File: config.mk
export PLATFORM = sky130hd
export DESIGN_NAME = trdb_priority_arb_flat
export DESIGN_NICKNAME = d
export VERILOG_FILES = /design/src/rtl/trdb_pkg.sv /design/src/rtl/trdb_priority_arb_if.sv /design/src/rtl/trdb_priority_dec.sv /design/src/rtl/trdb_priority_arb.sv /design/src/flat_wrapper.sv
export SDC_FILE = /design/constraint.sdc
export NUM_CORES = 1
export LEC_CHECK = 0
export BUFFER_PORTS_ARGS = -buffer_cell sky130_fd_sc_hd__clkbuf_2
export CORE_ASPECT_RATIO = 0.7
export CORE_MARGIN = 2
export CORE_UTILIZATION = 48
export CTS_CLUSTER_SIZE = 14
export DETAILED_ROUTE_END_ITERATION = 7
export PLACE_DENSITY_LB_ADDON = 0.12
export SLEW_MARGIN = 20
export SYNTH_ARGS = -nofsm -noshare
export SYNTH_HDL_FRONTEND = slang
export SYNTH_SLANG_ARGS = --single-unit
File: constraint.sdc
create_clock -name clk_i -period 2.43 [get_ports clk_i]
set_input_delay 0.243 -clock clk_i [delete_from_list [all_inputs] [get_ports clk_i]]
set_output_delay 0.243 -clock clk_i [all_outputs]
set_load 0.01 [all_outputs]
File: src/rtl/trdb_pkg.sv
// Shared trace-packet types for the priority decode and arbitration path.
// Formats, subformats and the per-channel packet request bundle.
package trdb_pkg;

   typedef enum logic [1:0] {
      F_OPT_EXT     = 2'h0,
      F_BRANCH_FULL = 2'h1,
      F_ADDR_ONLY   = 2'h2,
      F_SYNC        = 2'h3
   } trdb_format_t;

   typedef enum logic [1:0] {
      SF_START     = 2'h0,
      SF_EXCEPTION = 2'h1,
      SF_CONTEXT   = 2'h2,
      SF_UNDEF     = 2'h3
   } trdb_subformat_t;

   typedef struct packed {
      logic            valid;
      trdb_format_t    format;
      trdb_subformat_t subformat;
   } trdb_pkt_req_t;

   function automatic int chan_w(int n);
      return (n > 1) ? $clog2(n) : 1;
   endfunction

endpackage

File: src/rtl/trdb_priority_arb_if.sv
// Packet request handshake between the arbiter and the packet emitter.
// Master drives the request, slave answers with ready.
interface trdb_priority_arb_if
   import trdb_pkg::*;
#(
   parameter int NCH = 2
) ();

   localparam int CW = chan_w(NCH);

   logic            valid;
   logic            ready;
   trdb_format_t    format;
   trdb_subformat_t subformat;
   logic [CW-1:0]   chan;

   modport master (
      output valid, format, subformat, chan,
      input  ready
   );

   modport slave (
      input  valid, format, subformat, chan,
      output ready
   );

endinterface

File: src/rtl/trdb_priority_dec.sv
// Single-channel trace event decode into a packet request.
// Earlier rules shadow later ones; resync promotion only upgrades rules 4-7.
module trdb_priority_dec
   import trdb_pkg::*;
(
   input  logic          lc_exception_i,
   input  logic          tc_first_qualified_i,
   input  logic          tc_unhalted_i,
   input  logic          tc_privchange_i,
   input  logic          tc_context_change_i,
   input  logic          lc_u_discontinuity_i,
   input  logic          nc_halt_i,
   input  logic          nc_exception_i,
   input  logic          nc_privchange_i,
   input  logic          nc_unqualified_i,
   input  logic          branch_map_full_i,
   input  logic          branch_map_empty_i,
   input  logic          exc_sync_i,
   input  logic          resync_pend_i,
   output trdb_pkt_req_t req_o
);

   logic addr_ev;
   logic low_ev;
   trdb_format_t addr_fmt;

   assign addr_ev = lc_u_discontinuity_i | nc_halt_i | nc_exception_i
                  | nc_privchange_i | nc_unqualified_i;
   assign low_ev = addr_ev | branch_map_full_i | tc_context_change_i;
   assign addr_fmt = branch_map_empty_i ? F_ADDR_ONLY : F_BRANCH_FULL;

   always_comb begin
      req_o = '{valid: 1'b0, format: F_ADDR_ONLY, subformat: SF_UNDEF};
      if (lc_exception_i && !exc_sync_i) begin
         req_o = '{valid: 1'b1, format: F_SYNC, subformat: SF_EXCEPTION};
      end else if (tc_first_qualified_i || tc_unhalted_i || tc_privchange_i) begin
         req_o = '{valid: 1'b1, format: F_SYNC, subformat: SF_START};
      end else if (resync_pend_i && low_ev) begin
         req_o = '{valid: 1'b1, format: F_SYNC, subformat: SF_START};
      end else if (addr_ev) begin
         req_o = '{valid: 1'b1, format: addr_fmt, subformat: SF_UNDEF};
      end else if (branch_map_full_i) begin
         req_o = '{valid: 1'b1, format: F_BRANCH_FULL, subformat: SF_UNDEF};
      end else if (tc_context_change_i) begin
         req_o = '{valid: 1'b1, format: F_SYNC, subformat: SF_CONTEXT};
      end
   end

endmodule

File: src/rtl/trdb_priority_arb.sv
// Multi-channel packet priority decode with round-robin arbitration
// into one registered valid/ready request toward the packet emitter.
module trdb_priority_arb
   import trdb_pkg::*;
#(
   parameter int NCH        = 2,
   parameter int RESYNC_MAX = 255
) (
   input  logic             clk_i,
   input  logic             rst_ni,
   input  logic [NCH-1:0]   lc_exception_i,
   input  logic [NCH-1:0]   tc_first_qualified_i,
   input  logic [NCH-1:0]   tc_unhalted_i,
   input  logic [NCH-1:0]   tc_privchange_i,
   input  logic [NCH-1:0]   tc_context_change_i,
   input  logic [NCH-1:0]   lc_u_discontinuity_i,
   input  logic [NCH-1:0]   nc_halt_i,
   input  logic [NCH-1:0]   nc_exception_i,
   input  logic [NCH-1:0]   nc_privchange_i,
   input  logic [NCH-1:0]   nc_unqualified_i,
   input  logic [NCH-1:0]   branch_map_full_i,
   input  logic [NCH-1:0]   branch_map_empty_i,
   output logic [NCH-1:0]   accept_o,
   trdb_priority_arb_if.master out_if
);

   localparam int CW   = chan_w(NCH);
   localparam int CNTW = $clog2(RESYNC_MAX + 1);

   trdb_pkt_req_t   req [NCH];
   logic [NCH-1:0]  req_v;
   logic [NCH-1:0]  resync_pend;
   logic [CNTW-1:0] cnt_q [NCH];
   logic [CNTW-1:0] cnt_d [NCH];
   logic [NCH-1:0]  exc_q, exc_d;
   logic [CW-1:0]   rr_q, rr_d;
   logic            valid_q, valid_d;
   trdb_format_t    fmt_q, fmt_d;
   trdb_subformat_t sf_q, sf_d;
   logic [CW-1:0]   chan_q, chan_d;
   logic [CW-1:0]   grant;
   logic            found;
   logic            can_take;

   for (genvar c = 0; c < NCH; c++) begin : g_ch
      assign resync_pend[c] = (cnt_q[c] == CNTW'(RESYNC_MAX));
      assign req_v[c] = req[c].valid;

      trdb_priority_dec u_dec (
         .lc_exception_i       (lc_exception_i[c]),
         .tc_first_qualified_i (tc_first_qualified_i[c]),
         .tc_unhalted_i        (tc_unhalted_i[c]),
         .tc_privchange_i      (tc_privchange_i[c]),
         .tc_context_change_i  (tc_context_change_i[c]),
         .lc_u_discontinuity_i (lc_u_discontinuity_i[c]),
         .nc_halt_i            (nc_halt_i[c]),
         .nc_exception_i       (nc_exception_i[c]),
         .nc_privchange_i      (nc_privchange_i[c]),
         .nc_unqualified_i     (nc_unqualified_i[c]),
         .branch_map_full_i    (branch_map_full_i[c]),
         .branch_map_empty_i   (branch_map_empty_i[c]),
         .exc_sync_i           (exc_q[c]),
         .resync_pend_i        (resync_pend[c]),
         .req_o                (req[c])
      );
   end

   // Search starts at rr_q and wraps, so the last winner goes to the back.
   always_comb begin
      grant = '0;
      found = 1'b0;
      for (int i = 0; i < NCH; i++) begin
         if (!found && req_v[(int'(rr_q) + i) % NCH]) begin
            found = 1'b1;
            grant = CW'((int'(rr_q) + i) % NCH);
         end
      end
   end

   assign can_take = rst_ni && (!valid_q || out_if.ready);

   always_comb begin
      valid_d  = valid_q;
      fmt_d    = fmt_q;
      sf_d     = sf_q;
      chan_d   = chan_q;
      rr_d     = rr_q;
      cnt_d    = cnt_q;
      exc_d    = exc_q & lc_exception_i;
      accept_o = '0;
      if (can_take) begin
         valid_d = found;
         if (found) begin
            fmt_d           = req[grant].format;
            sf_d            = req[grant].subformat;
            chan_d          = grant;
            accept_o[grant] = 1'b1;
            rr_d            = (grant == CW'(NCH - 1)) ? '0 : grant + 1'b1;
            exc_d[grant]    = (req[grant].subformat == SF_EXCEPTION);
            if (req[grant].format == F_SYNC) begin
               cnt_d[grant] = '0;
            end else if (!resync_pend[grant]) begin
               cnt_d[grant] = cnt_q[grant] + 1'b1;
            end
         end
      end
   end

   always_ff @(posedge clk_i or negedge rst_ni) begin
      if (!rst_ni) begin
         valid_q <= 1'b0;
         fmt_q   <= F_ADDR_ONLY;
         sf_q    <= SF_UNDEF;
         chan_q  <= '0;
         rr_q    <= '0;
         exc_q   <= '0;
         for (int c = 0; c < NCH; c++) cnt_q[c] <= '0;
      end else begin
         valid_q <= valid_d;
         fmt_q   <= fmt_d;
         sf_q    <= sf_d;
         chan_q  <= chan_d;
         rr_q    <= rr_d;
         exc_q   <= exc_d;
         for (int c = 0; c < NCH; c++) cnt_q[c] <= cnt_d[c];
      end
   end

   assign out_if.valid     = valid_q;
   assign out_if.format    = fmt_q;
   assign out_if.subformat = sf_q;
   assign out_if.chan      = chan_q;

endmodule
File: src/flat_wrapper.sv
// flat-port wrapper written by rule: the top's interface ports become plain ports
module trdb_priority_arb_flat import trdb_pkg::*;
#(
   parameter int NCH        = 2,
   parameter int RESYNC_MAX = 255
)
  (clk_i, rst_ni, lc_exception_i, tc_first_qualified_i, tc_unhalted_i, tc_privchange_i, tc_context_change_i, lc_u_discontinuity_i, nc_halt_i, nc_exception_i, nc_privchange_i, nc_unqualified_i, branch_map_full_i, branch_map_empty_i, accept_o, out_if_valid, out_if_format, out_if_subformat, out_if_chan, out_if_ready);
  trdb_priority_arb_if #(.NCH(NCH)) out_if_i ();
  input  logic clk_i;
  input  logic rst_ni;
  input  logic [NCH-1:0] lc_exception_i;
  input  logic [NCH-1:0] tc_first_qualified_i;
  input  logic [NCH-1:0] tc_unhalted_i;
  input  logic [NCH-1:0] tc_privchange_i;
  input  logic [NCH-1:0] tc_context_change_i;
  input  logic [NCH-1:0] lc_u_discontinuity_i;
  input  logic [NCH-1:0] nc_halt_i;
  input  logic [NCH-1:0] nc_exception_i;
  input  logic [NCH-1:0] nc_privchange_i;
  input  logic [NCH-1:0] nc_unqualified_i;
  input  logic [NCH-1:0] branch_map_full_i;
  input  logic [NCH-1:0] branch_map_empty_i;
  output logic [NCH-1:0] accept_o;
  output wire logic [$bits(out_if_i.valid)-1:0] out_if_valid;
  output wire logic [$bits(out_if_i.format)-1:0] out_if_format;
  output wire logic [$bits(out_if_i.subformat)-1:0] out_if_subformat;
  output wire logic [$bits(out_if_i.chan)-1:0] out_if_chan;
  input wire logic [$bits(out_if_i.ready)-1:0] out_if_ready;
  assign out_if_valid = out_if_i.valid;
  assign out_if_format = out_if_i.format;
  assign out_if_subformat = out_if_i.subformat;
  assign out_if_chan = out_if_i.chan;
  assign out_if_i.ready = out_if_ready;
  trdb_priority_arb #(.NCH(NCH), .RESYNC_MAX(RESYNC_MAX)) u_core (.clk_i(clk_i), .rst_ni(rst_ni), .lc_exception_i(lc_exception_i), .tc_first_qualified_i(tc_first_qualified_i), .tc_unhalted_i(tc_unhalted_i), .tc_privchange_i(tc_privchange_i), .tc_context_change_i(tc_context_change_i), .lc_u_discontinuity_i(lc_u_discontinuity_i), .nc_halt_i(nc_halt_i), .nc_exception_i(nc_exception_i), .nc_privchange_i(nc_privchange_i), .nc_unqualified_i(nc_unqualified_i), .branch_map_full_i(branch_map_full_i), .branch_map_empty_i(branch_map_empty_i), .accept_o(accept_o), .out_if(out_if_i));
endmodule
==> report_table.html <==
<table>
<tr><th>Metric</th><th>Value</th></tr>
<tr><th colspan="2">Outcome</th></tr>
<tr><td>Result of the run</td><td>finished, violations left</td></tr>
<tr><td>Violated checks</td><td>negative setup slack</td></tr>
<tr><th colspan="2">Floorplan</th></tr>
<tr><td>X dimension of the die</td><td>72.6 microns</td></tr>
<tr><td>I/O pin count</td><td>35</td></tr>
<tr><td>Initial cell density of the core</td><td>0.502</td></tr>
<tr><td>Overall die height</td><td>52.0 microns</td></tr>
<tr><td>Placeable core region</td><td>3150 sq um</td></tr>
<tr><td>Count of standard-cell rows</td><td>17</td></tr>
<tr><td>DIE AREA</td><td>3770 sq um</td></tr>
<tr><th colspan="2">Detailed routing</th></tr>
<tr><td>Wire length on met3</td><td>341 microns</td></tr>
<tr><td>Number of nets still failing antenna checks after routing</td><td>0</td></tr>
<tr><td>Number of search-and-repair iterations in the first detailed-routing pass</td><td>4</td></tr>
<tr><td>Number of DRC violations after detailed-routing iteration 0</td><td>151</td></tr>
<tr><td>Post-detailed-route wirelength per cell</td><td>16.4 microns</td></tr>
<tr><td>DR DRC count</td><td>0</td></tr>
<tr><td>Total length of routed met2 wires</td><td>2210 microns</td></tr>
<tr><td>Met1 Routed Length</td><td>2190 microns</td></tr>
<tr><td>Mean number of vias per cell</td><td>5.84</td></tr>
<tr><td>Via count</td><td>1723</td></tr>
<tr><td>Highest metal layer with signal wires</td><td>met4</td></tr>
<tr><td>WL final</td><td>4850 microns</td></tr>
<tr><th colspan="2">Worst setup path</th></tr>
<tr><td>CP Launch Type</td><td>primary input</td></tr>
<tr><td>Critical path class</td><td>in -&gt; reg</td></tr>
<tr><td>Required arrival time at the worst endpoint</td><td>2590 ps</td></tr>
<tr><td>Crit path capture type</td><td>flip-flop</td></tr>
<tr><td>Arrival time of the worst setup path</td><td>approximately 2700 ps</td></tr>
<tr><td>Worst-path fanout max</td><td>5</td></tr>
<tr><th colspan="2">Global route</th></tr>
<tr><td>Global-route wire length before repair</td><td>~7500 microns</td></tr>
<tr><td>Number of global-route vias before repair</td><td>between 1500 and 2000</td></tr>
<tr><td>GRT Util Overall</td><td>0.261</td></tr>
<tr><td>Antenna violations before repair</td><td>0</td></tr>
<tr><td>Pin count of the biggest net entering global routing</td><td>16</td></tr>
<tr><td>Final global-route overflow total</td><td>0</td></tr>
<tr><th colspan="2">STA</th></tr>
<tr><td>Post-route setup slack</td><td>-133 ps</td></tr>
<tr><td>Hold violation total from the final report</td><td>0</td></tr>
<tr><td>Total negative slack</td><td>-606 ps</td></tr>
<tr><td>Final period util</td><td>1.05</td></tr>
<tr><td>Worst clock skew on the final layout</td><td>6.20 ps</td></tr>
<tr><td>Peak Freq</td><td>0.390 GHz</td></tr>
<tr><td>Worst rel slew slack</td><td>0.716</td></tr>
<tr><td>Number of max-slew violations in the final report</td><td>0</td></tr>
<tr><td>Setup-violating endpoint count in the final report</td><td>10</td></tr>
<tr><td>RSZ-0062 raised after global routing</td><td>yes</td></tr>
<tr><td>Worst hold slack across all endpoints</td><td>around 190 ps</td></tr>
<tr><td>Worst Tran Pin Value</td><td>around 420 ps</td></tr>
<tr><td>Tmin final</td><td>2560 ps</td></tr>
<tr><th colspan="2">Run</th></tr>
<tr><td>Maximum capacitance violations</td><td>0</td></tr>
<tr><th colspan="2">Synthesis</th></tr>
<tr><td>Number of nets produced by synthesis</td><td>213</td></tr>
<tr><td>Leading register cell type out of synthesis</td><td>sky130_fd_sc_hd__dfrtp_1</td></tr>
<tr><td>Fraction of registers with async set or reset after synthesis</td><td>1.00</td></tr>
<tr><td>FF+latch count, synth</td><td>25</td></tr>
<tr><td>Count of flip-flops with a built-in enable after synthesis</td><td>0</td></tr>
<tr><td>Post-synth cell types</td><td>46</td></tr>
<tr><td>Seq/Total Area, Yosys</td><td>0.398</td></tr>
<tr><td>Cell count after synthesis</td><td>185</td></tr>
<tr><td>Mapped Avg Cell Area</td><td>8.54 sq um</td></tr>
<tr><td>Synth warn</td><td>0</td></tr>
<tr><td>Synth Cell Area</td><td>1580 sq um</td></tr>
<tr><th colspan="2">Layout</th></tr>
<tr><td>Share of final-layout standard cells stronger than drive strength 1</td><td>0.444</td></tr>
<tr><td>Final instance area</td><td>2300 sq um</td></tr>
<tr><td>Total Nets Final</td><td>286</td></tr>
<tr><td>Antenna diode count</td><td>0</td></tr>
<tr><td>Area growth, synth to finish</td><td>45.5%</td></tr>
<tr><td>Filler cell count in the final layout</td><td>roughly 230</td></tr>
<tr><td>Final cell utilization of the core</td><td>0.731</td></tr>
<tr><th colspan="2">CTS</th></tr>
<tr><td>Clk Tree Root Cell</td><td>sky130_fd_sc_hd__clkbuf_8</td></tr>
<tr><td>Number of sinks on the clock net</td><td>25</td></tr>
<tr><td>Num CTS Buffers</td><td>3</td></tr>
<tr><td>Clock-pin slew of the registers on the worst-case setup and hold paths</td><td>90 ps</td></tr>
<tr><td>Clock Path Buffers</td><td>2</td></tr>
<tr><td>CTS H-tree depth</td><td>1</td></tr>
<tr><td>Clock latency on the worst-skew pair</td><td>about 270 ps</td></tr>
<tr><td>TritonCTS clock tree</td><td>built</td></tr>
<tr><th colspan="2">Power and ir drop</th></tr>
<tr><td>Cell Pwr Density</td><td>between 600 and 700 nW/um^2</td></tr>
<tr><td>Internal cell power</td><td>914 uW</td></tr>
<tr><td>Peak supply drop</td><td>0.537 mV</td></tr>
<tr><td>Switching Power</td><td>515 uW</td></tr>
<tr><td>Static power due to leakage</td><td>1.03 nW</td></tr>
<tr><td>Sw Ratio</td><td>0.360</td></tr>
<tr><td>Part of the power in registers</td><td>0.391</td></tr>
<tr><td>Combinational cell fraction of total power</td><td>0.435</td></tr>
<tr><td>Clock network fraction of total power</td><td>0.174</td></tr>
<tr><th colspan="2">Placed design</th></tr>
<tr><td>Placed cell areas</td><td>~2000 sq um</td></tr>
<tr><td>Gpl congestion</td><td>between 0.9 and 1</td></tr>
<tr><td>DP Wirelength</td><td>approximately 3400 microns</td></tr>
<tr><td>Number of buffers inserted by port buffering</td><td>34</td></tr>
<tr><td>Dpl ws</td><td>-399 ps</td></tr>
<tr><th colspan="2">Hold path</th></tr>
<tr><td>Type of the tightest min-delay check</td><td>in -&gt; reg</td></tr>
</table>
==> power by group through the flow <==
stage	Clock [mW]	Combinational (mW)	Sequential (mW)
global route	0.272	0.672	0.569
CTS	0.254	0.553	0.554
floorplan	0	0.292	0.554
detailed placement	0	0.501	0.561
finish	0.249	0.622	0.558
global placement	0	0.491	0.561
==> logic make-up after synthesis <==
logic type                 count (synthesis)  synth area share
xor gates and xnor gates                   2            0.0111
buffers and inverters                     12            0.0388
adders and majority gates                  1           0.00792
DFF                                       25             0.398
muxes                                      3            0.0198
AOI/OAI and AO/OA                         56             0.249
and+or+nand+nor                           86             0.276
==> critical path: stages <==
cell                      delay (ps)
sky130_fd_sc_hd__buf_6            90
sky130_fd_sc_hd__or3_4           380
sky130_fd_sc_hd__or4_4           430
sky130_fd_sc_hd__buf_4           170
sky130_fd_sc_hd__nor3_1          240
sky130_fd_sc_hd__buf_4           210
sky130_fd_sc_hd__nor2_4           50
sky130_fd_sc_hd__nand2_1          80
sky130_fd_sc_hd__nand2_2          70
sky130_fd_sc_hd__ha_4            170
sky130_fd_sc_hd__buf_4           130
sky130_fd_sc_hd__nand4_1          60
sky130_fd_sc_hd__a21o_1          130
sky130_fd_sc_hd__mux2i_1         180
sky130_fd_sc_hd__o21ai_1          80
==> timing repair <==
action,4_1_cts,5_1_grt
hold buffers,1,0
resized for setup,14,19
buffers inserted,5,5
cloned,0,0
endpoints found under the setup margin,15,18
hold endpoints to repair,7,0
pin swaps,9,4
==> layout make-up <==
cell class | instances | area (sq um) | share of cell area
Tap cell | 38 | 47.5 | 0.0207
Clock inverter | 1 | 5.00 | 0.00218
Sequential cell | 25 | 629 | 0.274
Inverter | 7 | 33.8 | 0.0147
Multi-Input combinational cell | 148 | 1030 | 0.449
Timing Repair Buffer | 73 | 510 | 0.222
Clock buffer | 3 | 41.3 | 0.0180
==> cell usage after synthesis, types with 2 or more instances <==
master | count | area share
sky130_fd_sc_hd__nand2_1 | 29 | 0.069
sky130_fd_sc_hd__dfrtp_1 | 22 | 0.35
sky130_fd_sc_hd__o21ai_0 | 15 | 0.048
sky130_fd_sc_hd__a21oi_1 | 12 | 0.038
sky130_fd_sc_hd__nor2_1 | 11 | 0.026
sky130_fd_sc_hd__nor3_1 | 10 | 0.032
sky130_fd_sc_hd__nand3_1 | 9 | 0.029
sky130_fd_sc_hd__inv_1 | 7 | 0.017
sky130_fd_sc_hd__a21o_1 | 5 | 0.024
sky130_fd_sc_hd__o21a_1 | 5 | 0.024
sky130_fd_sc_hd__nand2b_1 | 4 | 0.016
sky130_fd_sc_hd__nor2b_1 | 4 | 0.016
sky130_fd_sc_hd__and3_1 | 3 | 0.012
sky130_fd_sc_hd__dfstp_2 | 3 | 0.050
sky130_fd_sc_hd__or4_1 | 3 | 0.014
sky130_fd_sc_hd__a211oi_1 | 2 | 0.0095
sky130_fd_sc_hd__a22o_1 | 2 | 0.011
sky130_fd_sc_hd__a31oi_1 | 2 | 0.0079
sky130_fd_sc_hd__buf_6 | 2 | 0.014
sky130_fd_sc_hd__clkbuf_1 | 2 | 0.0048
sky130_fd_sc_hd__mux2i_1 | 2 | 0.013
sky130_fd_sc_hd__nand4_1 | 2 | 0.0079
sky130_fd_sc_hd__nor4_1 | 2 | 0.0079
sky130_fd_sc_hd__o21ai_1 | 2 | 0.0063
sky130_fd_sc_hd__or3_1 | 2 | 0.0079
sky130_fd_sc_hd__or4_4 | 2 | 0.014
sky130_fd_sc_hd__xnor2_1 | 2 | 0.011
==> worst paths after layout <==
kind	startpoint	to	slack, ps	cells after the start
worst max-delay path	nc_halt_i[1]	u_core.cnt_q[14]$_DFFE_PN0P_	-130	15
worst min-delay path	lc_exception_i[1]	u_core.exc_q[1]$_DFF_PN0_	190	2
worst max register to register	u_core.exc_q[1]$_DFF_PN0_	u_core.cnt_q[12]$_DFFE_PN0P_	30	13
worst min register to register	u_core.out_if.subformat[1]$_DFFE_PN1P_	u_core.out_if.subformat[1]$_DFFE_PN1P_	480	2
max in group asynchronous	rst_ni	u_core.cnt_q[8]$_DFFE_PN0P_	1490	3
min in group asynchronous	rst_ni	u_core.out_if.valid$_DFFE_PN0P_	400	2
==> layout by cell type, fill, tap and decap left out, types with 4 or more instances in the layout <==
cell type	Yosys	final
sky130_fd_sc_hd__o21ai_0	15	10
sky130_fd_sc_hd__buf_6	2	8
sky130_fd_sc_hd__a21o_1	5	5
sky130_fd_sc_hd__nand2_2	0	6
sky130_fd_sc_hd__nor2b_1	4	4
sky130_fd_sc_hd__clkbuf_2	0	33
sky130_fd_sc_hd__dfrtp_1	22	22
sky130_fd_sc_hd__o21a_1	5	4
sky130_fd_sc_hd__o21ai_1	2	4
sky130_fd_sc_hd__nor3_1	10	9
sky130_fd_sc_hd__nor2_1	11	10
sky130_fd_sc_hd__or4_4	2	4
sky130_fd_sc_hd__buf_4	0	30
sky130_fd_sc_hd__a21oi_1	12	11
sky130_fd_sc_hd__inv_1	7	5
sky130_fd_sc_hd__nand2_1	29	21
sky130_fd_sc_hd__nand3_1	9	9
==> state kept, by name, summed over array words and instances (netlist names) <==
register and cells:
u_core.out_if.format 2, u_core.cnt_q 16, u_core.rr_q 1, u_core.exc_q 2, u_core.out_if.subformat 2, u_core.out_if.valid 1
u_core.out_if.chan 1
==> per-layer routing <==
layer	global-route usage	vias up
li1	-	825
met4	0.0586	0
met1	0.374	809
met5	0	-
met3	0.0543	14
met2	0.408	75
==> stage by stage <==
stage                     power (mW)  std cells
after global placement          1.05        281
final                           1.43        295
after floorplan                0.847        185
after detailed placement        1.06        281
after global routing            1.51        295
after CTS                       1.36        291
Power figures use the tool's default switching activity.
